### config.mk
export PLATFORM = sky130hd
export DESIGN_NAME = load_store_unit
export DESIGN_NICKNAME = d
export VERILOG_FILES = /design/src/rtl/load_store_unit_pkg.sv /design/src/rtl/lsu_align.sv /design/src/rtl/load_store_unit.sv
export SDC_FILE = /design/constraint.sdc
export NUM_CORES = 1
export LEC_CHECK = 0
export CAP_MARGIN = 20
export CORE_ASPECT_RATIO = 0.6
export CORE_MARGIN = 2
export CORE_UTILIZATION = 41
export CTS_CLUSTER_SIZE = 40
export DETAILED_ROUTE_END_ITERATION = 8
export PLACE_DENSITY = 0.77
export SYNTH_ARGS = -nofsm -noshare
export SYNTH_HDL_FRONTEND = slang
export SYNTH_SLANG_ARGS = --single-unit
### constraint.sdc
create_clock -name clk -period 3.53 [get_ports clk]
set_input_delay 0.706 -clock clk [delete_from_list [all_inputs] [get_ports clk]]
set_output_delay 0.706 -clock clk [all_outputs]
set_load 0.05 [all_outputs]
### src/rtl/load_store_unit_pkg.sv
// Shared types and funct3 size codes for the load/store unit.
// LSU_MISALIGN_TRAP_EN (see load_store_unit.sv) selects misaligned-access trapping.
package load_store_unit_pkg;

    typedef enum logic [1:0] {
        IDLE = 2'd0,
        REQ  = 2'd1,
        WAIT = 2'd2,
        DONE = 2'd3
    } lsu_state_t;

    localparam logic [2:0] LB  = 3'b000;
    localparam logic [2:0] LH  = 3'b001;
    localparam logic [2:0] LW  = 3'b010;
    localparam logic [2:0] LBU = 3'b100;
    localparam logic [2:0] LHU = 3'b101;
    localparam logic [2:0] SB  = 3'b000;
    localparam logic [2:0] SH  = 3'b001;
    localparam logic [2:0] SW  = 3'b010;

    function automatic logic size_legal(input logic write, input logic [2:0] size);
        if (write) begin
            return size inside {SB, SH, SW};
        end
        return size inside {LB, LH, LW, LBU, LHU};
    endfunction

endpackage

### src/rtl/lsu_align.sv
// Byte-enable generation, store lane replication and load extract/extend.
// Purely combinational; driven from the latched request fields.
module lsu_align (
    input  logic [2:0]  size,
    input  logic [1:0]  addr_lo,
    input  logic [31:0] st_data,
    input  logic [31:0] ld_word,
    output logic [3:0]  be,
    output logic [31:0] st_rep,
    output logic [31:0] ld_data
);

    logic [31:0] b_sh;
    logic [31:0] h_sh;
    logic [7:0]  b;
    logic [15:0] h;

    always_comb begin
        b_sh    = ld_word >> {addr_lo, 3'b000};
        h_sh    = ld_word >> {addr_lo[1], 4'b0000};
        b       = b_sh[7:0];
        h       = h_sh[15:0];
        be      = 4'b1111;
        st_rep  = st_data;
        ld_data = ld_word;
        // size[2] marks the unsigned load variants
        case (size[1:0])
            2'b00: begin
                be      = 4'b0001 << addr_lo;
                st_rep  = {4{st_data[7:0]}};
                ld_data = size[2] ? {24'b0, b} : {{24{b[7]}}, b};
            end
            2'b01: begin
                be      = 4'b0011 << {addr_lo[1], 1'b0};
                st_rep  = {2{st_data[15:0]}};
                ld_data = size[2] ? {16'b0, h} : {{16{h[15]}}, h};
            end
            default: begin
                be      = 4'b1111;
                st_rep  = st_data;
                ld_data = ld_word;
            end
        endcase
    end

endmodule

### src/rtl/load_store_unit.sv
// MEM-stage load/store unit: req/gnt/rvalid bus master with stall and timeout.
// Define LSU_MISALIGN_TRAP_EN to fault misaligned H/W accesses without a bus cycle.
module load_store_unit
    import load_store_unit_pkg::*;
#(
    parameter int TIMEOUT_CYCLES = 255
) (
    input  logic        clk,
    input  logic        rst,
    input  logic        req_valid,
    input  logic        req_write,
    input  logic [2:0]  req_size,
    input  logic [31:0] req_addr,
    input  logic [31:0] req_wdata,
    output logic        lsu_busy,
    output logic        rsp_valid,
    output logic [31:0] rsp_rdata,
    output logic        rsp_err,
    output logic        mem_req,
    output logic        mem_we,
    output logic [31:0] mem_addr,
    output logic [3:0]  mem_be,
    output logic [31:0] mem_wdata,
    input  logic        mem_gnt,
    input  logic        mem_rvalid,
    input  logic [31:0] mem_rdata,
    input  logic        mem_err
);

    localparam int CW = $clog2(TIMEOUT_CYCLES + 1);
    localparam logic [CW-1:0] LAST = CW'(TIMEOUT_CYCLES - 1);

    lsu_state_t  state_q, state_d;
    logic [CW-1:0] cnt_q, cnt_d;
    logic        we_q, we_d;
    logic [2:0]  size_q, size_d;
    logic [31:0] addr_q, addr_d;
    logic [31:0] wdata_q, wdata_d;
    logic [31:0] rdata_q, rdata_d;
    logic        err_q, err_d;

    logic [3:0]  be;
    logic [31:0] st_rep;
    logic [31:0] ld_data;
    logic        misal;
    logic        bad;

    lsu_align u_align (
        .size    (size_q),
        .addr_lo (addr_q[1:0]),
        .st_data (wdata_q),
        .ld_word (mem_rdata),
        .be      (be),
        .st_rep  (st_rep),
        .ld_data (ld_data)
    );

    always_comb begin
`ifdef LSU_MISALIGN_TRAP_EN
        misal = (req_size[1:0] == 2'b01 && req_addr[0]) ||
                (req_size[1:0] == 2'b10 && req_addr[1:0] != 2'b00);
`else
        misal = 1'b0;
`endif
        bad = !size_legal(req_write, req_size) || misal;
    end

    always_comb begin
        state_d   = state_q;
        cnt_d     = cnt_q;
        we_d      = we_q;
        size_d    = size_q;
        addr_d    = addr_q;
        wdata_d   = wdata_q;
        rdata_d   = rdata_q;
        err_d     = err_q;
        lsu_busy  = 1'b0;
        rsp_valid = 1'b0;
        rsp_rdata = '0;
        rsp_err   = 1'b0;
        mem_req   = 1'b0;
        mem_we    = 1'b0;
        mem_addr  = '0;
        mem_be    = '0;
        mem_wdata = '0;
        unique case (state_q)
            IDLE: begin
                if (req_valid) begin
                    lsu_busy = 1'b1;
                    we_d     = req_write;
                    size_d   = req_size;
                    addr_d   = req_addr;
                    wdata_d  = req_wdata;
                    rdata_d  = '0;
                    cnt_d    = '0;
                    err_d    = bad;
                    state_d  = bad ? DONE : REQ;
                end
            end
            REQ: begin
                lsu_busy  = 1'b1;
                mem_req   = 1'b1;
                mem_we    = we_q;
                mem_addr  = {addr_q[31:2], 2'b00};
                mem_be    = be;
                mem_wdata = st_rep;
                cnt_d     = cnt_q + 1'b1;
                // rvalid here is a protocol violation and is dropped
                if (cnt_q == LAST) begin
                    err_d   = 1'b1;
                    state_d = DONE;
                end else if (mem_gnt) begin
                    state_d = WAIT;
                end
            end
            WAIT: begin
                lsu_busy = 1'b1;
                cnt_d    = cnt_q + 1'b1;
                if (mem_rvalid) begin
                    err_d   = mem_err;
                    rdata_d = (mem_err || we_q) ? '0 : ld_data;
                    state_d = DONE;
                end else if (cnt_q == LAST) begin
                    err_d   = 1'b1;
                    state_d = DONE;
                end
            end
            DONE: begin
                rsp_valid = 1'b1;
                rsp_rdata = rdata_q;
                rsp_err   = err_q;
                state_d   = IDLE;
            end
        endcase
    end

    always_ff @(posedge clk or posedge rst) begin
        if (rst) begin
            state_q <= IDLE;
            cnt_q   <= '0;
            we_q    <= 1'b0;
            size_q  <= '0;
            addr_q  <= '0;
            wdata_q <= '0;
            rdata_q <= '0;
            err_q   <= 1'b0;
        end else begin
            state_q <= state_d;
            cnt_q   <= cnt_d;
            we_q    <= we_d;
            size_q  <= size_d;
            addr_q  <= addr_d;
            wdata_q <= wdata_d;
            rdata_q <= rdata_d;
            err_q   <= err_d;
        end
    end

endmodule

==> results of run 1 <==
## cell usage after synthesis (2+ instances only)
| cell | instances | area share |
|---|---|---|
| a221oi_1 | 8 | 0.012 |
| mux2i_1 | 19 | 0.033 |
| nand3_1 | 6 | 0.0051 |
| dfrtp_1 | 111 | 0.48 |
| nor2b_1 | 6 | 0.0064 |
| a221o_1 | 17 | 0.029 |
| inv_1 | 6 | 0.0039 |
| clkinv_1 | 2 | 0.0013 |
| a22o_1 | 9 | 0.013 |
| nor2_1 | 40 | 0.026 |
| nand2_1 | 39 | 0.025 |
| xnor2_1 | 3 | 0.0045 |
| and2_1 | 74 | 0.079 |
| o21ai_0 | 24 | 0.021 |
| o22ai_1 | 4 | 0.0043 |
| buf_4 | 2 | 0.0026 |
| ha_1 | 7 | 0.015 |
| mux2_2 | 75 | 0.14 |
| buf_6 | 2 | 0.0039 |
| a222oi_1 | 7 | 0.012 |
| buf_1 | 9 | 0.0058 |
| buf_2 | 6 | 0.0051 |
| a31oi_1 | 2 | 0.0021 |
| nor4_1 | 3 | 0.0032 |
| a21oi_1 | 22 | 0.019 |
| nor2_2 | 2 | 0.0021 |
| clkbuf_1 | 21 | 0.013 |
| nand2b_1 | 3 | 0.0032 |
## cell usage in the layout, fill, tap and decap left out, drive strengths merged, types with 7 or more instances in the layout
cell             n
nand2           39
clkbuf          10
a21oi           22
buf             75
dfrtp          111
nor2            42
inv              7
and2            75
a221o           17
o21ai           25
a222oi           7
clkdlybuf4s50  143
mux2i           19
ha               7
mux2            75
a221oi           8
a22o             9
## per-stage QoR
| stage | hold WS (ps) | util | std cells | instance area (µm²) |
|---|---|---|---|---|
| global route | 493 | 0.621 | 933 | 8570 |
| detailed placement | 466 | 0.598 | 917 | 8250 |
| CTS | 482 | 0.620 | 931 | 8550 |
| floorplan | 442 | - | 549 | 5850 |
| global placement | 465 | 0.598 | 917 | 8250 |
| finish | 479 | 0.621 | 933 | 8570 |
## worst max-delay path, cell delays in order, from the launching register on
cell      delay (ps)
dfrtp_1          430
inv_1            120
ha_1             420
clkinv_1         300
buf_4            300
a21oi_1          290
buf_12           180
## cells by family after synthesis
kind of cell    Yosys count  synth area share
compound gates          100             0.122
fa+ha+maj                 7            0.0150
mux                      95             0.181
buf+inv                  48            0.0360
other cells               1          0.000642
simple gates            183             0.166
flops                   111             0.476
xor+xnor                  3           0.00450
## per-layer routing
layer,vias to the layer above,global-route usage,routed length [µm]
li1,2313,-,-
met3,27,0.0669,1500
met1,2512,0.325,8040
met2,240,0.376,8250
met5,-,0,0
met4,0,0.0511,272
## final timing paths
kind / startpoint / to / depth (start not counted)
hold reg to reg: rdata_q[8]$_DFFE_PP0P_ / rdata_q[8]$_DFFE_PP0P_ / 2
max in group asynchronous: rst / rdata_q[27]$_DFFE_PP0P_ / 3
setup / recovery: state_q[1]$_DFFE_PP0P_ / mem_wdata[9] / 6
setup reg to reg: state_q[0]$_DFFE_PP0P_ / rdata_q[20]$_DFFE_PP0P_ / 6
hold / removal: rdata_q[8]$_DFFE_PP0P_ / rdata_q[8]$_DFFE_PP0P_ / 2
min in group asynchronous: rst / addr_q[3]$_DFFE_PP0P_ / 2
## flip-flops by register name, indices dropped and copies added, names as in the netlist
register	count
addr_q	32
rdata_q	32
wdata_q	32
cnt_q	8
size_q	3
state_q	2
err_q	1
we_q	1
## cell type report
| class | instances | area [µm²] | area share |
|---|---|---|---|
| inverter | 8 | 33.8 | 0.00394 |
| timing repair buffer | 218 | 2360 | 0.276 |
| clock buffer | 10 | 239 | 0.0279 |
| tap | 192 | 240 | 0.0280 |
| clock inverter | 4 | 55.1 | 0.00642 |
| sequential | 111 | 2780 | 0.324 |
| multi-input combinational | 390 | 2860 | 0.334 |
## where the power goes
group	internal (mW)	switching, mW	leakage (nW)
Sequential	1.83	0.462	1.39
Combinational	1.98	2.86	2.16
Clock	0.568	0.460	0.141
Total	4.38	3.78	3.70
==> summary.txt, run 1 <==
Status
  – Outcome: finished, final reports clean

Job
  – Max_cap viols: 0

Routing
  – Via density: 5.46
  – Detailed Routing Iterations Pass 1: 5
  – DRC viols: 0
  – Iter 0 DRT Violations: 306
  – Post-DRT Antenna Nets: 0
  – Via count: 5092
  – Routed wire length: 18100 µm
  – Drt wl/cell: 19.4 µm

CTS
  – Clock slew at reported path FFs: 70 ps
  – Clock Sinks: 111
  – Latest clock arrival within the worst-skew pair: 350 ps
  – Clock Tree Buf Depth: 2
  – Setup Buffers After CTS: 0
  – H-tree levels: 3
  – CTS tree: built
  – Post_cts resized: 0
  – Cts hold-fix bufs: 0
  – CTS root buf: clkbuf_16
  – CTS buffer count: 9

Logic synthesis
  – Post-Syn Instances: 548
  – Unique masters post-synth: 47
  – Post-synthesis sequential area ratio: 0.476
  – Post-synth top flop: dfrtp_1
  – Synthesized flop and latch total: 111
  – EDFF count, synth: 0
  – Share of flip-flops with an asynchronous set or reset: 1.00
  – Syn_area_per_cell: 10.7 µm²
  – Total of warnings raised by yosys: 0
  – Mapped Area: 5840 µm²

Global route
  – Initial antenna violation count: 0
  – Vias in the first global route: 5156
  – GRT overflow: 0
  – Largest net degree at the start of global routing: 78
  – First-pass GRT wire length: 27500 µm
  – Global-route usage over all layers: 0.236

Placement
  – Placer's final routability congestion estimate: 0.856
  – Post-place setup slack: 401 ps
  – Final HPWL DP: 13700 µm
  – PortBufs: 208

Critical path
  – CP Max Fanout: 22
  – Startpoint types: register
  – Kind of critical path: reg2out
  – R2R Setup Slk: 960 ps
  – Critical Path RT: 2820 ps
  – Critical Path End Type: primary output
  – CP Data Arrival Time: 2390 ps

Floorplan
  – Initial Util: 0.424
  – Core area: 13800 µm²
  – FP Rows: 33
  – Die area: 15200 µm²
  – Die height: 96.5 µm
  – Chip Width: 158 µm
  – # IOs: 211

STA
  – Final setup vio count: 0
  – Rel. slew slack: 0.258
  – Setup total negative slack: 0 ps
  – Least-Margin Pin Slew: 1110 ps
  – Max Slew Vio Count: 0
  – Final hold vios: 0
  – Final worst slack: 432 ps
  – RSZ-0062 raised after global routing: false
  – Fmax: 323 MHz
  – Tmin final: 3100 ps
  – Setup Skew: 11.1 ps
  – Final Cycle Share: 0.878

Pwr
  – Lkg Pwr: 3.70 nW
  – Worst vdd ir: 0.603 mV
  – Total design power: 8.16 mW
  – PwrDens: 952 nW/µm²

Cells and area
  – # diodes: 0
  – Fill cells: 1127
  – Area added between synthesis and finish: 46.7%
  – Fin nets: 851
  – Layout cells sized above 1: 0.233

Min path
  – Hold crit path type: reg2reg
Power figures use the tool's default switching activity.
==> inputs of run 2 (changes only) <==
--- a/config.mk
+++ b/config.mk
@@ -8,10 +8,11 @@
 export CAP_MARGIN = 20
 export CORE_ASPECT_RATIO = 0.6
 export CORE_MARGIN = 2
-export CORE_UTILIZATION = 41
+export CORE_UTILIZATION = 42
+export CTS_BUF_LIST = sky130_fd_sc_hd__clkbuf_8
 export CTS_CLUSTER_SIZE = 40
 export DETAILED_ROUTE_END_ITERATION = 8
-export PLACE_DENSITY = 0.77
+export PLACE_DENSITY = 0.79
 export SYNTH_ARGS = -nofsm -noshare
 export SYNTH_HDL_FRONTEND = slang
 export SYNTH_SLANG_ARGS = --single-unit
==> run 2 against run 1 <==
Net effect: die area shrank 2.3%; sequential share of layout area grew 0.59 points; clock skew grew 8.7 ps; worst setup slack lost 38 ps; flip-flop and latch count is the same; utilization shrank 0.38 points; non-clock buffer count shrank 1; total power shrank 4.1%; critical path type unchanged; largest power group unchanged.
==> summary.txt, run 2 (same netlist as run 1, synthesis figures left out) <==
Critical path
  – Crit path from: state_q[1]$_DFFE_PP0P_ (unchanged)
  – R2R cell count: 6 (unchanged)
  – Reg-to-reg endpoint: rdata_q[18]$_DFFE_PP0P_ (was rdata_q[20]$_DFFE_PP0P_)
  – CP Max Fanout: 27 (was 22)
  – Kind of critical path: reg2out (unchanged)
  – Critical path's slowest cell: clkinv_1 (was dfrtp_1)
  – CP Data Arrival Time: 2430 ps (was 2390 ps)
  – FF-to-FF Start: state_q[0]$_DFFE_PP0P_ (unchanged)
  – R2R Setup Slk: 1160 ps (was 960 ps)
  – Critical Path RT: 2820 ps (about the same)
  – Critical path endpoint: mem_wdata[9] (unchanged)
  – CP peak stage delay: 610 ps (was 430 ps)
  – Crit path cell chain: inv_1 -> ha_1 -> clkinv_1 -> a21oi_1 -> buf_12 (was inv_1 -> ha_1 -> clkinv_1 -> buf_4 -> a21oi_1 -> buf_12)
  – Startpoint types: register (unchanged)
  – Critical Path End Type: primary output (unchanged)

Cells and area
  – Commonest non-fill, non-tap cell in the layout: clkdlybuf4s50_1 (unchanged)
  – Area added between synthesis and finish: 44.1% (was 46.7%)
  – Fill cells: 1099 (was 1127)
  – Layout cells sized above 1: 0.237 (was 0.233)
  – # diodes: 0 (unchanged)
  – Fin nets: 850 (was 851)
  – Most frequent cells in the layout: clkdlybuf4s50_1 (140), dfrtp_1 (111), mux2_2 (75) (was clkdlybuf4s50_1 (143), dfrtp_1 (111), mux2_2 (75))
  – Biggest regs: addr_q: 32 flops, rdata_q: 32 flops, wdata_q: 32 flops (unchanged)
  – FF+latch area: 2780 µm² (unchanged)
  – Multi-input gate area: 2860 µm² (unchanged)

CTS
  – H-tree levels: 3 (unchanged)
  – CTS buffer count: 9 (unchanged)
  – Setup Buffers After CTS: 0 (unchanged)
  – Clock Tree Buf Depth: 2 (unchanged)
  – Post_cts resized: 0 (unchanged)
  – CTS tree: built (unchanged)
  – Latest clock arrival within the worst-skew pair: 370 ps (was 350 ps)
  – Clock slew at reported path FFs: 100 ps (was 70 ps)
  – CTS root buf: clkbuf_8 (was clkbuf_16)
  – Clock Sinks: 111 (unchanged)
  – Cts hold-fix bufs: 0 (unchanged)

Routing
  – Iter 0 DRT Violations: 376 (was 306)
  – Via count: 5115 (was 5092)
  – Detailed Routing Iterations Pass 1: 7 (was 5)
  – Via density: 5.58 (was 5.46)
  – Drt wl/cell: 19.8 µm (was 19.4 µm)
  – DRC viols: 0 (unchanged)
  – Routed wire length: 18200 µm (was 18100 µm)
  – Post-DRT Antenna Nets: 0 (unchanged)

STA
  – Rel. slew slack: 0.401 (was 0.258)
  – Final Cycle Share: 0.888 (was 0.878)
  – Setup Skew: 19.8 ps (was 11.1 ps)
  – Tmin final: 3140 ps (was 3100 ps)
  – Final hold vios: 0 (unchanged)
  – RSZ-0062 raised after global routing: false (unchanged)
  – Least-Margin Pin Slew: 894 ps (was 1110 ps)
  – Setup total negative slack: 0 ps (unchanged)
  – Final setup vio count: 0 (unchanged)
  – Fmax: 319 MHz (was 323 MHz)
  – Max Slew Vio Count: 0 (unchanged)
  – Final worst slack: 394 ps (was 432 ps)

Global route
  – Vias in the first global route: 5189 (was 5156)
  – Largest net degree at the start of global routing: 112 (was 78)
  – GRT overflow: 0 (unchanged)
  – Global-route usage over all layers: 0.248 (was 0.236)
  – First-pass GRT wire length: 28300 µm (was 27500 µm)
  – Initial antenna violation count: 0 (unchanged)

Placement
  – Post-place setup slack: 610 ps (was 401 ps)
  – PortBufs: 208 (unchanged)
  – Final HPWL DP: 13800 µm (was 13700 µm)
  – Placer's final routability congestion estimate: 0.860 (was 0.856)

Floorplan
  – Chip Width: 156 µm (was 158 µm)
  – # IOs: 211 (unchanged)
  – Die area: 14900 µm² (was 15200 µm²)
  – Initial Util: 0.429 (was 0.424)
  – Core area: 13600 µm² (was 13800 µm²)
  – Die height: 95.3 µm (was 96.5 µm)
  – FP Rows: 33 (unchanged)

Pwr
  – Lkg Pwr: 3.65 nW (was 3.70 nW)
  – Worst vdd ir: 0.679 mV (was 0.603 mV)
  – PwrDens: 930 nW/µm² (was 952 nW/µm²)

Status
  – Outcome: finished, final reports clean (unchanged)

Min path
  – Hold crit path type: reg2reg (unchanged)
  – WHS Path Cells: 2 (unchanged)
  – Hold Path Origin: rdata_q[9]$_DFFE_PP0P_ (was rdata_q[8]$_DFFE_PP0P_)

Job
  – Max_cap viols: 0 (unchanged)
==> run 2: cell type report <==
cell class | count | area share
inverters | 8 | 0.00401
flip-flops and latches | 111 | 0.330
repair buffers | 217 | 0.278
clock buffers | 10 | 0.0164
multi-input cells | 390 | 0.340
well taps | 175 | 0.0260
clock inverters | 6 | 0.00550
==> run 2: worst max-delay path: cells and delay by family (launching register included) <==
kind / cells / cell delay [ps]
AOI/OAI and AO/OA: 1 / 520
buffers and inverters: 3 / 920
DFF: 1 / 440
adders and majority gates: 1 / 170
==> run 2: worst min path at each step <==
stage	endpoint	slack [ps]
after global placement	rdata_q[1]$_DFFE_PP0P_	460
after detailed placement	rdata_q[9]$_DFFE_PP0P_	470
after floorplan	rdata_q[0]$_DFFE_PP0P_	440
after global routing	cnt_q[6]$_DFFE_PP0P_	520
final	rdata_q[9]$_DFFE_PP0P_	490
after CTS	rdata_q[9]$_DFFE_PP0P_	490
==> run 2: where the power goes <==
group,switching (mW),internal (mW)
combinational,2.84,1.95
sequential,0.480,1.83
clock,0.450,0.281
total,3.77,4.06
==> run 2: metrics by stage <==
| step | std cells | area, µm² | hold slack [ps] | power (mW) | utilization |
|---|---|---|---|---|---|
| global route | 917 | 8420 | 518 | 8.28 | 0.618 |
| detailed placement | 900 | 8220 | 468 | 7.11 | 0.604 |
| CTS | 916 | 8410 | 491 | 7.85 | 0.617 |
| floorplan | 549 | 5850 | 442 | 5.37 | - |
| finish | 917 | 8420 | 488 | 7.83 | 0.618 |
| global placement | 900 | 8220 | 462 | 6.96 | 0.604 |
==> run 2: routing by layer <==
layer | global-route usage | share of wire
met4 | 0.0627 | 0.017
met3 | 0.0755 | 0.094
met1 | 0.349 | 0.45
met5 | 0 | 0
met2 | 0.374 | 0.44
